==> src/rtl/icache_fill_ctrl_pkg.sv <==
// Shared types for the icache fill path: memory command encodings, MSHR entry states,
// and the line-address helper used for every MSHR compare.
package icache_fill_ctrl_pkg;

    localparam logic [1:0] MEM_NONE = 2'd0;
    localparam logic [1:0] MEM_LOAD = 2'd1;

    localparam int LINE_W = 61;
    typedef logic [LINE_W-1:0] line_t;

    typedef enum logic [1:0] {
        MSHR_FREE  = 2'd0,
        MSHR_ISSUE = 2'd1,
        MSHR_WAIT  = 2'd2
    } mshr_state_t;

    function automatic line_t line_of(input logic [63:0] addr);
        return addr[63:3];
    endfunction

endpackage

==> src/rtl/icache_mshr_entry.sv <==
// One MSHR slot: FREE -> ISSUE on alloc, ISSUE -> WAIT on accept (tag latched), WAIT -> FREE on fill.
// Match outputs are combinational; state changes at the clock edge.
module icache_mshr_entry
    import icache_fill_ctrl_pkg::*;
(
    input  logic        clock,
    input  logic        reset,
    input  logic        alloc,
    input  line_t       alloc_line,
    input  logic        accept,
    input  logic [3:0]  accept_tag,
    input  logic        fill,
    input  line_t       lookup_line,
    input  line_t       pf_line,
    input  logic [3:0]  rsp_tag,
    output logic        is_free,
    output logic        is_issue,
    output logic        lookup_hit,
    output logic        pf_hit,
    output logic        tag_hit,
    output line_t       line
);

    mshr_state_t state_q, state_d;
    line_t       line_q;
    logic [3:0]  tag_q;

    always_comb begin
        state_d = state_q;
        case (state_q)
            MSHR_FREE:  if (alloc)  state_d = MSHR_ISSUE;
            MSHR_ISSUE: if (accept) state_d = MSHR_WAIT;
            MSHR_WAIT:  if (fill)   state_d = MSHR_FREE;
            default:                state_d = MSHR_FREE;
        endcase
    end

    always_ff @(posedge clock) begin
        if (reset) begin
            state_q <= MSHR_FREE;
            line_q  <= '0;
            tag_q   <= '0;
        end else begin
            state_q <= state_d;
            if (alloc && state_q == MSHR_FREE)
                line_q <= alloc_line;
            if (accept && state_q == MSHR_ISSUE)
                tag_q <= accept_tag;
        end
    end

    assign is_free    = (state_q == MSHR_FREE);
    assign is_issue   = (state_q == MSHR_ISSUE);
    assign lookup_hit = !is_free && (line_q == lookup_line);
    assign pf_hit     = !is_free && (line_q == pf_line);
    assign tag_hit    = (state_q == MSHR_WAIT) && (rsp_tag != 4'd0) && (rsp_tag == tag_q);
    assign line       = line_q;

endmodule

==> src/rtl/icache_fill_ctrl.sv <==
// Icache miss/fill controller: cache lookup, MSHR allocation, memory issue, fill and sequential prefetch.
// Hit/forward/fill outputs are combinational; a new miss is issued to memory the cycle after allocation.
module icache_fill_ctrl
    import icache_fill_ctrl_pkg::*;
#(
    parameter int NUM_MSHR = 4,
    parameter int PF_DEPTH = 2
) (
    input  logic        clock,
    input  logic        reset,
    input  logic [63:0] proc2Icache_addr,
    output logic [63:0] Icache_data_out,
    output logic        Icache_valid_out,
    output logic [63:0] cache_rd_pc_reg,
    input  logic [63:0] cache_rd_data,
    input  logic        cache_rd_valid,
    output logic        cache_wr_en,
    output logic [63:0] cache_wr_data,
    output logic [63:0] cache_wr_pc_reg,
    output logic [1:0]  proc2Imem_command,
    output logic [63:0] proc2Imem_addr,
    input  logic [3:0]  Imem2proc_response,
    input  logic [63:0] Imem2proc_data,
    input  logic [3:0]  Imem2proc_tag
);

    localparam int IDX_W = $clog2(NUM_MSHR);
    localparam int PF_CW = $clog2(PF_DEPTH + 2);

    line_t fetch_line;
    logic  unused_addr_bits;
    assign fetch_line       = line_of(proc2Icache_addr);
    assign unused_addr_bits = ^proc2Icache_addr[2:0];
    assign cache_rd_pc_reg  = {fetch_line, 3'b000};

    logic [NUM_MSHR-1:0] is_free, is_issue, lookup_hit, pf_hit, tag_hit;
    logic [NUM_MSHR-1:0] alloc_v, accept_v, fill_v;
    line_t               ent_line [NUM_MSHR];
    line_t               pf_line, alloc_line;
    logic [PF_CW-1:0]    pf_cnt;

    logic [IDX_W-1:0] free_idx, issue_idx, fill_idx;
    logic             any_free, any_issue, any_fill;
    logic             hit, fwd, demand_alloc, pf_active, pf_skip, pf_alloc;

    for (genvar g = 0; g < NUM_MSHR; g++) begin : g_mshr
        icache_mshr_entry u_entry (
            .clock       (clock),
            .reset       (reset),
            .alloc       (alloc_v[g]),
            .alloc_line  (alloc_line),
            .accept      (accept_v[g]),
            .accept_tag  (Imem2proc_response),
            .fill        (fill_v[g]),
            .lookup_line (fetch_line),
            .pf_line     (pf_line),
            .rsp_tag     (Imem2proc_tag),
            .is_free     (is_free[g]),
            .is_issue    (is_issue[g]),
            .lookup_hit  (lookup_hit[g]),
            .pf_hit      (pf_hit[g]),
            .tag_hit     (tag_hit[g]),
            .line        (ent_line[g])
        );
    end

    // Lowest-index priority encoders; descending loop lets the lowest match win.
    always_comb begin
        free_idx  = '0;
        issue_idx = '0;
        fill_idx  = '0;
        for (int i = NUM_MSHR - 1; i >= 0; i--) begin
            if (is_free[i])  free_idx  = IDX_W'(i);
            if (is_issue[i]) issue_idx = IDX_W'(i);
            if (tag_hit[i])  fill_idx  = IDX_W'(i);
        end
    end

    assign any_free  = |is_free;
    assign any_issue = !reset && (|is_issue);
    assign any_fill  = !reset && (|tag_hit);

    // Entries are still live during the reset cycle, so every action is gated by reset.
    assign hit          = cache_rd_valid;
    assign fwd          = !reset && !hit && (|(tag_hit & lookup_hit));
    assign demand_alloc = !reset && !hit && !fwd && !(|lookup_hit) && any_free;
    assign pf_active    = !reset && !demand_alloc && (pf_cnt != '0);
    assign pf_skip      = pf_active && (|pf_hit);
    assign pf_alloc     = pf_active && !(|pf_hit) && any_free;
    assign alloc_line   = demand_alloc ? fetch_line : pf_line;

    always_comb begin
        alloc_v  = '0;
        accept_v = '0;
        fill_v   = '0;
        if (demand_alloc || pf_alloc)
            alloc_v[free_idx] = 1'b1;
        if (any_issue && Imem2proc_response != 4'd0)
            accept_v[issue_idx] = 1'b1;
        if (any_fill)
            fill_v[fill_idx] = 1'b1;
    end

    always_ff @(posedge clock) begin
        if (reset) begin
            pf_cnt  <= '0;
            pf_line <= '0;
        end else if (demand_alloc) begin
            pf_cnt  <= PF_CW'(PF_DEPTH);
            pf_line <= fetch_line + 1'b1;
        end else if (pf_skip || pf_alloc) begin
            pf_cnt  <= pf_cnt - 1'b1;
            pf_line <= pf_line + 1'b1;
        end
    end

    assign Icache_valid_out  = hit || fwd;
    assign Icache_data_out   = hit ? cache_rd_data : (fwd ? Imem2proc_data : 64'd0);
    assign proc2Imem_command = any_issue ? MEM_LOAD : MEM_NONE;
    assign proc2Imem_addr    = any_issue ? {ent_line[issue_idx], 3'b000} : 64'd0;
    assign cache_wr_en       = any_fill;
    assign cache_wr_data     = any_fill ? Imem2proc_data : 64'd0;
    assign cache_wr_pc_reg   = any_fill ? {ent_line[fill_idx], 3'b000} : 64'd0;

endmodule
==> config.mk <==
export PLATFORM = sky130hd
export DESIGN_NAME = icache_fill_ctrl
export DESIGN_NICKNAME = d
export VERILOG_FILES = /design/src/rtl/icache_fill_ctrl_pkg.sv /design/src/rtl/icache_mshr_entry.sv /design/src/rtl/icache_fill_ctrl.sv
export SDC_FILE = /design/constraint.sdc
export NUM_CORES = 2
export LEC_CHECK = 0
export ABC_AREA = 0
export CAP_MARGIN = 10
export CORE_MARGIN = 2
export CORE_UTILIZATION = 30
export DETAILED_ROUTE_END_ITERATION = 6
export GPL_ROUTABILITY_DRIVEN = 0
export MAX_ROUTING_LAYER = met4
export REMOVE_ABC_BUFFERS = 1
export SLEW_MARGIN = 5
export SYNTH_ARGS = -nofsm -noshare
export SYNTH_HDL_FRONTEND = slang
export SYNTH_SLANG_ARGS = --single-unit
==> constraint.sdc <==
create_clock -name clock -period 7.2 [get_ports clock]
set_clock_uncertainty 0.1 [all_clocks]
set_input_delay 0.72 -clock clock [delete_from_list [all_inputs] [get_ports clock]]
set_output_delay 0.72 -clock clock [all_outputs]
set_load 0.05 [all_outputs]
==> results_dict.tcl <==
set metrics [dict create \
    drtPass1Iterations 7 \
    post-route-util_pct 38.4 \
    synth-async-reset-ratio_pct 0 \
    use_met3_pct 13.7 \
    p_sw_mw 3.50 \
    dieWidth_um 297 \
    num_vias 30000 \
    status "finished with violations" \
    seqCellArea_um2 6630 \
    pwr-share-comb_pct 38.6 \
    worstSetupEndpointType "flop" \
    multi_input_area_um2 16800 \
    totalPowerFinal_mw 7.87 \
    min_path_type "flop to flop" \
    ys_top_cells_by_count "nor2_1 (432), dfxtp_1 (331), a211oi_1 (264)" \
    critPathKind "input port to flop" \
    drt-wirelength-per-cell_um 31.2 \
    cts-root-buf "clkbuf_16" \
    cp-start-kind "input port" \
    violations "design-rule violations" \
    required_ns 7.58 \
    start_util_pct 30.2 \
    fill_cells 8870 \
    grtUsageTotal_pct 33.5 \
    intPower_mw 4.36 \
    rsz0062_at_grt "no" \
    hold_viol 0 \
    switching_share_pct 44.5 \
    netlist.area_leader.share_pct 25.8 \
    dieHeight_um 297 \
    first_global_vias 27400 \
    dpl.hpwl_um 114000 \
    use_met2_pct 49.0 \
    syn_avg_cell_area_um2 7.65 \
    peakVddDrop_v 0.000149 \
    cts_resized 0 \
    die_area_um2 88100 \
    cts_max_level 2 \
    portBuffers 513 \
    cts-hold-fix-buffers 0 \
    grt_max_degree 124 \
    whs_ns 0.367 \
    stdcell_count 4827 \
    drt_iter0_drc 5226 \
    met1_usage_pct 37.2 \
    maxCapViolCount 0 \
    relSlewSlack_pct 16.3 \
    grt_first_pass_wirelength_um 208000 \
    nets 3839 \
    synth-edff-count 0 \
    cts_made_buffers 39 \
    synth.largest_area_cell "dfxtp_1" \
    synthFlopType "dfxtp_1" \
    grt_overflow_total 0 \
    finalMaxSlewViolations 0 \
    busiest_layer "met2" \
    cts_tree "done" \
    fin_crit_sh_pct 89.3 \
    syn_to_final_growth_pct 27.0 \
    yosys_register_bits 331 \
    clock_latency_ns 0.59 \
    postRouteAntennaNets 0 \
    p_seq_share_pct 34.5 \
    core_area_um2 85000 \
    drt-vias-per-instance 6.22 \
    clockBufferDepth 3 \
    antenna_found_initial 20 \
    clkPwrFrac_pct 26.8 \
    tightest_slew_ns 1.26 \
    drc 145 \
    p_leak_nw 11.3 \
    synth_cell_types 86 \
    ys.warnings.count 0 \
    power_density_nw_per_um2 241 \
    fmaxAchievable_mhz 155 \
    cts_sinks 331 \
    fin_crit_ns 6.43 \
    routed_wl_um 150000 \
    clk_pin_slew_worst_paths_ns 0.07 \
    arrival_ns 6.81 \
    cts_setup_buffers 0 \
    ios 527 \
    rows 107 \
    dp_cells 4736 \
    setup_viol 0 \
    cp_max_fo 15 \
    layout-drive-gt1-share_pct 6.58 \
    synth_seq_area_share_pct 25.8 \
    syn_area_um2 25700 \
    synth_area_leaders "dfxtp_1 (26%), xor2_1 (8.2%), a211oi_1 (7.7%)" \
    syn_inst 3361 \
    synth.most_common_cell "nor2_1" \
]
==> cell type report <==
cell class / instances / share of cell area [%]
Antenna cell: 19 / 0.146
Clock buffer: 63 / 3.73
Clock inverter: 8 / 0.353
Inverter: 100 / 1.15
Multi-Input combinational cell: 2538 / 51.6
Sequential cell: 331 / 20.3
Tap cell: 1144 / 4.38
Timing Repair Buffer: 624 / 18.4
==> power by group through the flow <==
stage / registers (mW) / clock network [mW] / logic [mW]
after floorplan: 2.42 / 0 / 1.70
final: 2.72 / 2.11 / 3.04
after global placement: 2.69 / 0 / 2.82
after global routing: 2.71 / 2.19 / 3.13
after CTS: 2.66 / 2.11 / 2.85
after detailed placement: 2.70 / 0 / 2.84
==> per-layer routing <==
layer  share of wire [%]  vias to the layer above  routed length, um
met5                   0                        -                  0
met4                 8.8                        0              13300
met3                  14                      718              21200
met2                  43                     2654              64100
met1                  35                    14000              51900
li1                    -                    12600                  -
==> path summary, 6_finish.rpt <==
| check | from | end | slack [ns] | cells past startpoint |
|---|---|---|---|---|
| max | proc2Icache_addr[8] | pf_line[48] | 0.77 | 20 |
| min | g_mshr[3].u_entry.tag_q[1] | g_mshr[3].u_entry.tag_q[1] | 0.37 | 2 |
| max reg2reg | g_mshr[1].u_entry.line[51] | pf_line[48] | 1.13 | 19 |
| min reg2reg | g_mshr[3].u_entry.tag_q[1] | g_mshr[3].u_entry.tag_q[1] | 0.37 | 2 |
==> critical path, cell delays in order <==
cell             delay (ns)
clkdlybuf4s50_1        0.61
xnor2_1                0.60
nand4_1                0.50
nor4_1                 0.33
nand4_1                0.21
a2bb2oi_1              0.19
and4_4                 0.30
nor2_1                 0.12
a21oi_1                0.11
inv_1                  0.11
ha_1                   0.19
buf_4                  0.17
nand3_1                0.10
nor3_1                 0.71
nand4_1                0.47
or2_2                  0.42
mux2i_1                0.42
a31o_2                 0.23
a21oi_1                0.05
o21a_1                 0.20
==> per-stage QoR <==
step | setup TNS [ns] | cell area [um2] | worst slack, ns
3_5_place_dp | 0 | 31300 | 0.769
3_3_place_gp | 0 | 31300 | 0.763
6_report | 0 | 32700 | 0.768
4_1_cts | 0 | 32600 | 1.15
2_1_floorplan | -1181.27 | 23700 | -4.38
5_1_grt | 0 | 32700 | 0.550
==> cells in the final DEF, fill, tap and decap left out, types with 14 or more instances in the layout <==
cell	count
a211oi_1	264
a21oi_1	139
a22o_1	77
and2_1	75
and3_1	21
and4_1	14
buf_4	107
clkbuf_16	41
clkdlybuf4s50_1	511
dfxtp_1	331
diode_2	19
inv_1	99
mux2i_1	78
nand2_1	120
nand2b_1	40
nand3_1	51
nand4_1	95
nor2_1	431
nor2b_1	41
nor3_1	90
nor4_1	84
o21ai_0	100
o221ai_1	74
o22ai_1	94
xnor2_1	210
xor2_1	241
==> sequential cells by signal (all words and copies together) (netlist names) <==
signal,flops
g_mshr.u_entry.tag_q,16
g_mshr.u_entry.state_q,8
g_mshr.u_entry.line,244
pf_cnt,2
pf_line,61
==> logic make-up after synthesis <==
family | Yosys count | share of synthesized area (%)
AO/OA/AOI/OAI | 867 | 23.9
XOR/XNOR | 451 | 15.4
adder cells (fa/ha/maj) | 2 | 0.0973
buffers and inverters | 501 | 9.32
flip-flops | 331 | 25.8
multiplexers | 94 | 3.99
other | 1 | 0.0146
AND/OR/NAND/NOR | 1114 | 21.5
Power figures use the tool's default switching activity.
